==> src/rtl/mmio_uart_tx.sv <==
// mmio_uart_tx: memory-mapped 8N1 UART transmitter that snoops CPU stores into a byte FIFO
// and exposes a polled status word (overflow, busy, fifo_full) on the read mux.
module mmio_uart_tx #(
    parameter logic [31:0] BASE_ADDR    = 32'h0000_0100,
    parameter int          CLKS_PER_BIT = 16,
    parameter int          FIFO_DEPTH   = 8
) (
    input  logic        clk,
    input  logic        reset,
    input  logic        MemWrite,
    input  logic [31:0] DataAdr,
    input  logic [31:0] WriteData,
    output logic [31:0] RdData,
    output logic        sel,
    output logic        tx,
    output logic        fifo_full,
    output logic        busy
);
    localparam int AW = $clog2(FIFO_DEPTH);
    localparam int CW = $clog2(CLKS_PER_BIT);
    localparam logic [31:0] STAT_ADDR = BASE_ADDR + 32'd4;
    localparam logic [CW-1:0] LAST = CW'(CLKS_PER_BIT - 1);

    typedef enum logic [1:0] {IDLE, START, DATA, STOP} state_t;

    state_t        r_state;
    logic [7:0]    r_mem [FIFO_DEPTH];
    logic [AW-1:0] r_wr, r_rd;
    logic [AW:0]   r_count;
    logic          r_ovf;
    logic [7:0]    r_shift;
    logic [CW-1:0] r_sample;
    logic [2:0]    r_bit;
    logic          w_hit_data, w_hit_stat, w_empty, w_last, w_pop, w_push_req, w_push;
    logic          w_unused;

    assign w_hit_data = DataAdr[31:2] == BASE_ADDR[31:2];
    assign w_hit_stat = DataAdr[31:2] == STAT_ADDR[31:2];
    assign sel        = w_hit_data | w_hit_stat;
    assign w_empty    = r_count == '0;
    assign fifo_full  = r_count == (AW+1)'(FIFO_DEPTH);
    assign busy       = !w_empty || r_state != IDLE;
    assign w_last     = r_sample == LAST;
    // A pop happens from IDLE or on the final STOP cycle, giving gapless back-to-back frames.
    assign w_pop      = !w_empty && (r_state == IDLE || (r_state == STOP && w_last));
    assign w_push_req = MemWrite && w_hit_data;
    assign w_push     = w_push_req && (!fifo_full || w_pop);
    assign RdData     = w_hit_stat ? {29'b0, r_ovf, busy, fifo_full} :
                        w_hit_data ? {24'b0, 8'(r_count)} : '0;
    assign w_unused   = ^{DataAdr[1:0], WriteData[31:8]};

    always_ff @(posedge clk)
        if (w_push) r_mem[r_wr] <= WriteData[7:0];

    always_ff @(posedge clk or posedge reset) begin
        if (reset) begin
            r_wr    <= '0;
            r_rd    <= '0;
            r_count <= '0;
            r_ovf   <= 1'b0;
        end else begin
            if (w_push) r_wr <= r_wr + 1'b1;
            if (w_pop) r_rd <= r_rd + 1'b1;
            r_count <= r_count + (AW+1)'(w_push) - (AW+1)'(w_pop);
            if (w_push_req && !w_push) r_ovf <= 1'b1;
            else if (MemWrite && w_hit_stat && WriteData[2]) r_ovf <= 1'b0;
        end
    end

    always_ff @(posedge clk or posedge reset) begin
        if (reset) begin
            r_state  <= IDLE;
            tx       <= 1'b1;
            r_shift  <= '0;
            r_sample <= '0;
            r_bit    <= '0;
        end else begin
            case (r_state)
                IDLE: begin
                    tx <= 1'b1;
                    if (w_pop) begin
                        r_shift  <= r_mem[r_rd];
                        r_state  <= START;
                        tx       <= 1'b0;
                        r_sample <= '0;
                    end
                end
                START: begin
                    r_sample <= w_last ? '0 : r_sample + 1'b1;
                    if (w_last) begin
                        r_state <= DATA;
                        tx      <= r_shift[0];
                        r_shift <= r_shift >> 1;
                        r_bit   <= '0;
                    end
                end
                DATA: begin
                    r_sample <= w_last ? '0 : r_sample + 1'b1;
                    if (w_last) begin
                        if (r_bit == 3'd7) begin
                            r_state <= STOP;
                            tx      <= 1'b1;
                        end else begin
                            r_bit   <= r_bit + 1'b1;
                            tx      <= r_shift[0];
                            r_shift <= r_shift >> 1;
                        end
                    end
                end
                STOP: begin
                    r_sample <= w_last ? '0 : r_sample + 1'b1;
                    if (w_last) begin
                        if (w_pop) begin
                            r_shift <= r_mem[r_rd];
                            r_state <= START;
                            tx      <= 1'b0;
                        end else begin
                            r_state <= IDLE;
                        end
                    end
                end
                default: r_state <= IDLE;
            endcase
        end
    end
endmodule

==> config.mk <==
export PLATFORM = sky130hd
export DESIGN_NAME = mmio_uart_tx
export DESIGN_NICKNAME = d
export VERILOG_FILES = /design/src/rtl/mmio_uart_tx.sv
export SDC_FILE = /design/constraint.sdc
export NUM_CORES = 1
export LEC_CHECK = 0
export ABC_CLOCK_PERIOD_IN_PS = 3600
export BUFFER_PORTS_ARGS = -buffer_cell sky130_fd_sc_hd__buf_2
export CAP_MARGIN = 20
export CELL_PAD_IN_SITES_DETAIL_PLACEMENT = 1
export CELL_PAD_IN_SITES_GLOBAL_PLACEMENT = 1
export CORE_MARGIN = 2
export CORE_UTILIZATION = 24
export DETAILED_ROUTE_END_ITERATION = 8
export PLACE_DENSITY = 0.51
export SYNTH_ARGS = -nofsm -noshare
export SYNTH_HDL_FRONTEND = slang
export SYNTH_SLANG_ARGS = --single-unit
==> constraint.sdc <==
create_clock -name clk -period 3.6 [get_ports clk]
set_clock_uncertainty 0.2 [all_clocks]
set_input_delay 1.08 -clock clk [delete_from_list [all_inputs] [get_ports clk]]
set_output_delay 1.08 -clock clk [all_outputs]
set_load 0.02 [all_outputs]
# Word-level counts from Yosys, hierarchy flattened
# Memory sizes are Yosys's and may differ from the RTL's.
# Cells that the tools add are included.
[word_totals]
ff_bits = 29
ram_bits = 64
input_bits = 67
output_inout_bits = 36
elab_cells = 88
mem_count = 1
[classes]
n_addsub = 6
eq_ne = 15
mux = 33
bitwise_logic = 1
n_reduce_logical = 23
[mem_list]
columns = ["memory", "words", "width", "read_ports", "rd_ports_with_merged_regs", "wr", "line", "rtl"]
rows = [
  ["r_mem", 8, 8, 1, 0, 1, "27", "logic [7:0] r_mem [FIFO_DEPTH];"],
]
[op_table]
columns = ["op", "n"]
rows = [
  ["30-bit by 7-bit equality test with 1-bit output, second input constant", 2],
  ["8-bit two-way mux", 5],
  ["8-bit one-hot mux with 4 select lines", 1],
  ["4-bit two-way mux", 4],
  ["2-bit != test, second input constant", 7],
  ["4-bit AND reduction", 3],
  ["1-bit two-way mux", 11],
  ["2-bit two-way mux", 5],
  ["3-bit by 1-bit adder with 3-bit output, second input constant", 3],
  ["3-bit two-way mux", 3],
  ["4-bit equality test, second input constant", 2],
  ["2-bit one-hot mux with 4 select lines", 1],
  ["4-bit one-hot mux with 2 select lines", 1],
  ["1-bit logical AND", 7],
  ["3-bit one-hot mux with 2 select lines", 1],
  ["2-bit nonzero test", 3],
  ["5-bit AND reduction", 1],
  ["4-bit by 1-bit adder with 4-bit output", 1],
  ["4-bit by 1-bit adder with 4-bit output, second input constant", 1],
  ["2-bit equality test, second input constant", 2],
  ["4-bit zero test", 1],
  ["1-bit one-hot mux with 4 select lines", 1],
  ["4-bit by 1-bit subtractor with 4-bit output", 1],
  ["3-bit equality test, second input constant", 1],
  ["6 further kinds", 10],
]

# Longest topological paths before layout
[logic_depth]
depth_word = 9
mapped_depth = 13
ltp_nobuf = 12

# Worst setup path after synthesis
# Ideal clock, no wire load.
[synth_timing]
path_type = "input -> output"
from = "input DataAdr[12]"
to = "output RdData[1]"
arrival_time_ns = 2.272
t_required_ns = 2.320
path_slack_ns = 0.048
cell_stages = 4
path_buffers = 0
cell_sequence = "nor4_1 -> and4_1 -> nand2_1 -> a211oi_1"
[synth_via]
elab_chain_len = 3
elab_cells_between_ends = 4
cone_classes = "2 x eq/ne; 2 x mux"
[synth_lines]
columns = ["element", "line", "rtl"]
rows = [
  ["start: declaration", "11", "input logic [31:0] DataAdr,"],
  ["30-bit by 7-bit equality test with 1-bit output", "37", "assign w_hit_data = DataAdr[31:2] == BASE_ADDR[31:2];"],
  ["4-bit two-way mux", "49", "w_hit_data ? {24'b0, 8'(r_count)} : '0;"],
  ["4-bit two-way mux (*)", "48", "assign RdData = w_hit_stat ? {29'b0, r_ovf, busy, fifo_full} :"],
  ["end: declaration", "13", "output logic [31:0] RdData,"],
]
# Mark *: on every way between the ends. The rest lies on a longest branch, timed or not.

# Worst setup path after layout
[layout_timing]
from = "input DataAdr[17]"
to = "output RdData[2]"
# The elaborated chain is that of the path after synthesis.

==> impl_metrics.yaml <==
worst_setup_path:
  r2r_end: "r_count[2]$_DFF_PP0_"
  crit_top_cell: "buf_4"
  reg2reg_from: "r_state[1]$_DFFE_PP0P_"
  r2r_setup_slack_ns: 0.31
  crit_slowest_cell: "nor4_4"
  critPathMaxStageDelay_ns: 0.30
  critPathRequiredTime_ns: 2.32
  endpoint_kind: "primary output"
  arrival_ns: 2.25
  crit_path_start_kind: "primary input"
  path_cells: "buf_2 -> nor4_4 -> and4_4 -> nand2_2 -> buf_4 -> nor2_1 -> buf_4"
  cp-startpoint: "DataAdr[17]"
  critPathCapture: "RdData[2]"
  setup.worst_path.class: "primary input to primary output"
  cp_max_fo: 4
  r2r_cells: 11
cells_and_area:
  seq_area_um2: 2650
  finalInstanceArea_um2: 5430
  fin_nets: 466
  syn2layout_area_growth_pct: 18.8
  drive_gt1_share_pct: 29.7
  diodes: 0
  fill_cells: 2005
  multi_input_area_um2: 1780
sta:
  period_needed_ns: 3.53
  tightest_slew_ns: 0.746
  grt_setup_unrepaired: "yes"
  setup_viol: 0
  post-route-period-util_pct: 98.1
  timing.final.ws_setup_ns: 0.0668
  timing.fmax_mhz: 283
  hold_viol_final: 0
  drv_slew: 0
  maxSlewHeadroom_pct: 50.2
floorplan:
  coreArea_um2: 18700
  die-area_um2: 20200
  rows: 50
  ios: 103
  start_util_pct: 24.4
  die_h_um: 142
  die_width_um: 142
synth:
  ys_warn_count: 0
  synth_top_area_share_pct: 42.0
  seq_area_frac_synth_pct: 57.9
  synth.distinct_cells: 50
  synth_edf_count: 64
  synth_area_leaders: "edfxtp_1 (42%), dfrtp_1 (15%), mux4_1 (5.2%)"
  postSynthAreaPerCell_um2: 14.3
  synth_top_flop_cell: "edfxtp_1"
  async_flop_share_pct: 31.2
  postSynthCellCount: 320
  synth_commonest_cells: "edfxtp_1 (64), buf_4 (29), dfrtp_1 (28)"
  synth.cell_area_um2: 4570
  yosysMostFrequentCell: "edfxtp_1"
  ys_ff_latch: 93
  synth_largest_area_cell: "edfxtp_1"
place:
  place_congestion: 0.759
  place_area_um2: 5030
  hpwl_um: 6910
  dp_slack_ns: -0.172
  port_buffers: 48
grt:
  grt_antenna_before_repair: 0
  overflow: 0
  grt_pass1_wl_um: 16200
  grt_usage_pct: 10.8
  grt_pass1_vias: 3004
  grt_start_max_net_pins: 30
clock_tree:
  cts.sinks: 93
  htree_levels: 3
  cts_root_buffer: "clkbuf_16"
  insertion_delay_ns: 0.36
  cts_max_path_buffers: 2
  cts.clk_slew.worst_paths_ns: 0.07
  cts_tree: "done"
  cts-hold-fix-buffers: 0
  cts_buffers: 9
routing:
  drc: 0
  antenna_left: 0
  vias: 2744
  wirelength_um: 9910
  drt_iter0_drc: 124
  drt-wirelength-per-cell_um: 16.0
  first_pass_iters: 6
  via_per_inst: 4.42
min_path:
  hp-start: "r_shift[1]$_DFFE_PP0P_"
  hp-class: "flop to flop"
power_and_ir_drop:
  leakagePower_nw: 2.13
  ir_drop_v: 0.000301
  power.density_nw_per_um2: 399
run:
  drv_cap: 0
run_status:
  status: "completed"
==> per-stage QoR <==
step           hold slack, ns  instances  setup TNS [ns]  util [%]  total power, mW
4_1_cts                 0.324        621               0      28.7             2.19
3_3_place_gp            0.298        605          -0.292      26.9             1.24
2_1_floorplan           0.274        347               0         -             1.23
5_1_grt                 0.361        621         -0.0207      29.0             2.25
3_5_place_dp            0.308        605          -0.764      26.9             1.24
6_report                0.323        621               0      29.0             2.17
==> registers in the layout (all words and copies together), names as in the netlist <==
name      cells
r_count       4
r_sample      4
r_state       2
r_ovf         1
r_mem        64
r_shift       8
r_rd          3
tx            1
r_bit         3
r_wr          3
==> repair_timing <==
action,4_1_cts,5_1_grt
buffers inserted,0,0
resized for setup,8,10
pin swaps,1,2
setup endpoints to repair,5,4
gates cloned,0,0
==> area by class of cell <==
type | instances | share of cell area, %
inverters | 14 | 0.967
flip-flops and latches | 93 | 48.8
clock inverters | 7 | 1.29
well taps | 234 | 5.39
multi-input cells | 200 | 32.8
repair buffers | 64 | 6.68
clock buffers | 9 | 4.15
==> layout by cell type (no fill, tap or decap), drive strengths merged, types with 4 or more instances in the layout <==
cell type  instances
a21oi              4
buf               64
clkbuf             9
clkinv             4
conb              28
dfrtp             28
edfxtp            64
ha                16
inv               17
mux2              11
mux2i             10
mux4              16
nand2             11
nand2b             4
nor2              11
nor3b              4
nor4              16
o21ai             26
or2                4
==> report_power, final <==
group / switching [mW] / leakage (nW) / internal, mW
Clock: 0.450 / 0.147 / 0.488
Sequential: 0.000000663 / 0.929 / 1.14
Combinational: 0.0610 / 1.05 / 0.0226
==> cell families (layout without fill, tap and decap cells) <==
logic type      after synthesis  in the layout  share of synthesized area (%)
flops                        93             93                           57.9
simple gates                 64             64                           8.02
buf+inv                      54             94                           7.61
compound gates               48             48                           6.90
mux                          37             37                           13.5
fa+ha+maj                    17             17                           4.82
xor+xnor                      6              6                           1.15
other cells                   1             28                         0.0820
==> how the worst min path moves through the flow <==
stage,end,slack [ns],depth (start not counted)
3_5_place_dp,r_shift[1]$_DFFE_PP0P_,0.31,2
4_1_cts,r_shift[1]$_DFFE_PP0P_,0.32,2
3_3_place_gp,r_sample[1]$_DFFE_PP0N_,0.30,2
2_1_floorplan,r_shift[7]$_DFFE_PP0P_,0.27,2
5_1_grt,r_shift[1]$_DFFE_PP0P_,0.36,2
6_report,r_shift[1]$_DFFE_PP0P_,0.32,2
==> per-layer routing <==
metal | part of all wire [%] | GRT usage [%] | vias to the layer above
met2 | 50 | 18.0 | 42
met5 | 0 | 0 | -
met3 | 3.4 | 3.20 | 16
met4 | 2.5 | 4.89 | 0
li1 | - | - | 1293
met1 | 44 | 12.8 | 1393
==> worst max-delay path, delay by kind of cell <==
family	cells	cell delay (ns)
AND/OR/NAND/NOR	4	0.76
buffers and inverters	3	0.40
Note: power is estimated with default switching activity, not from simulation.
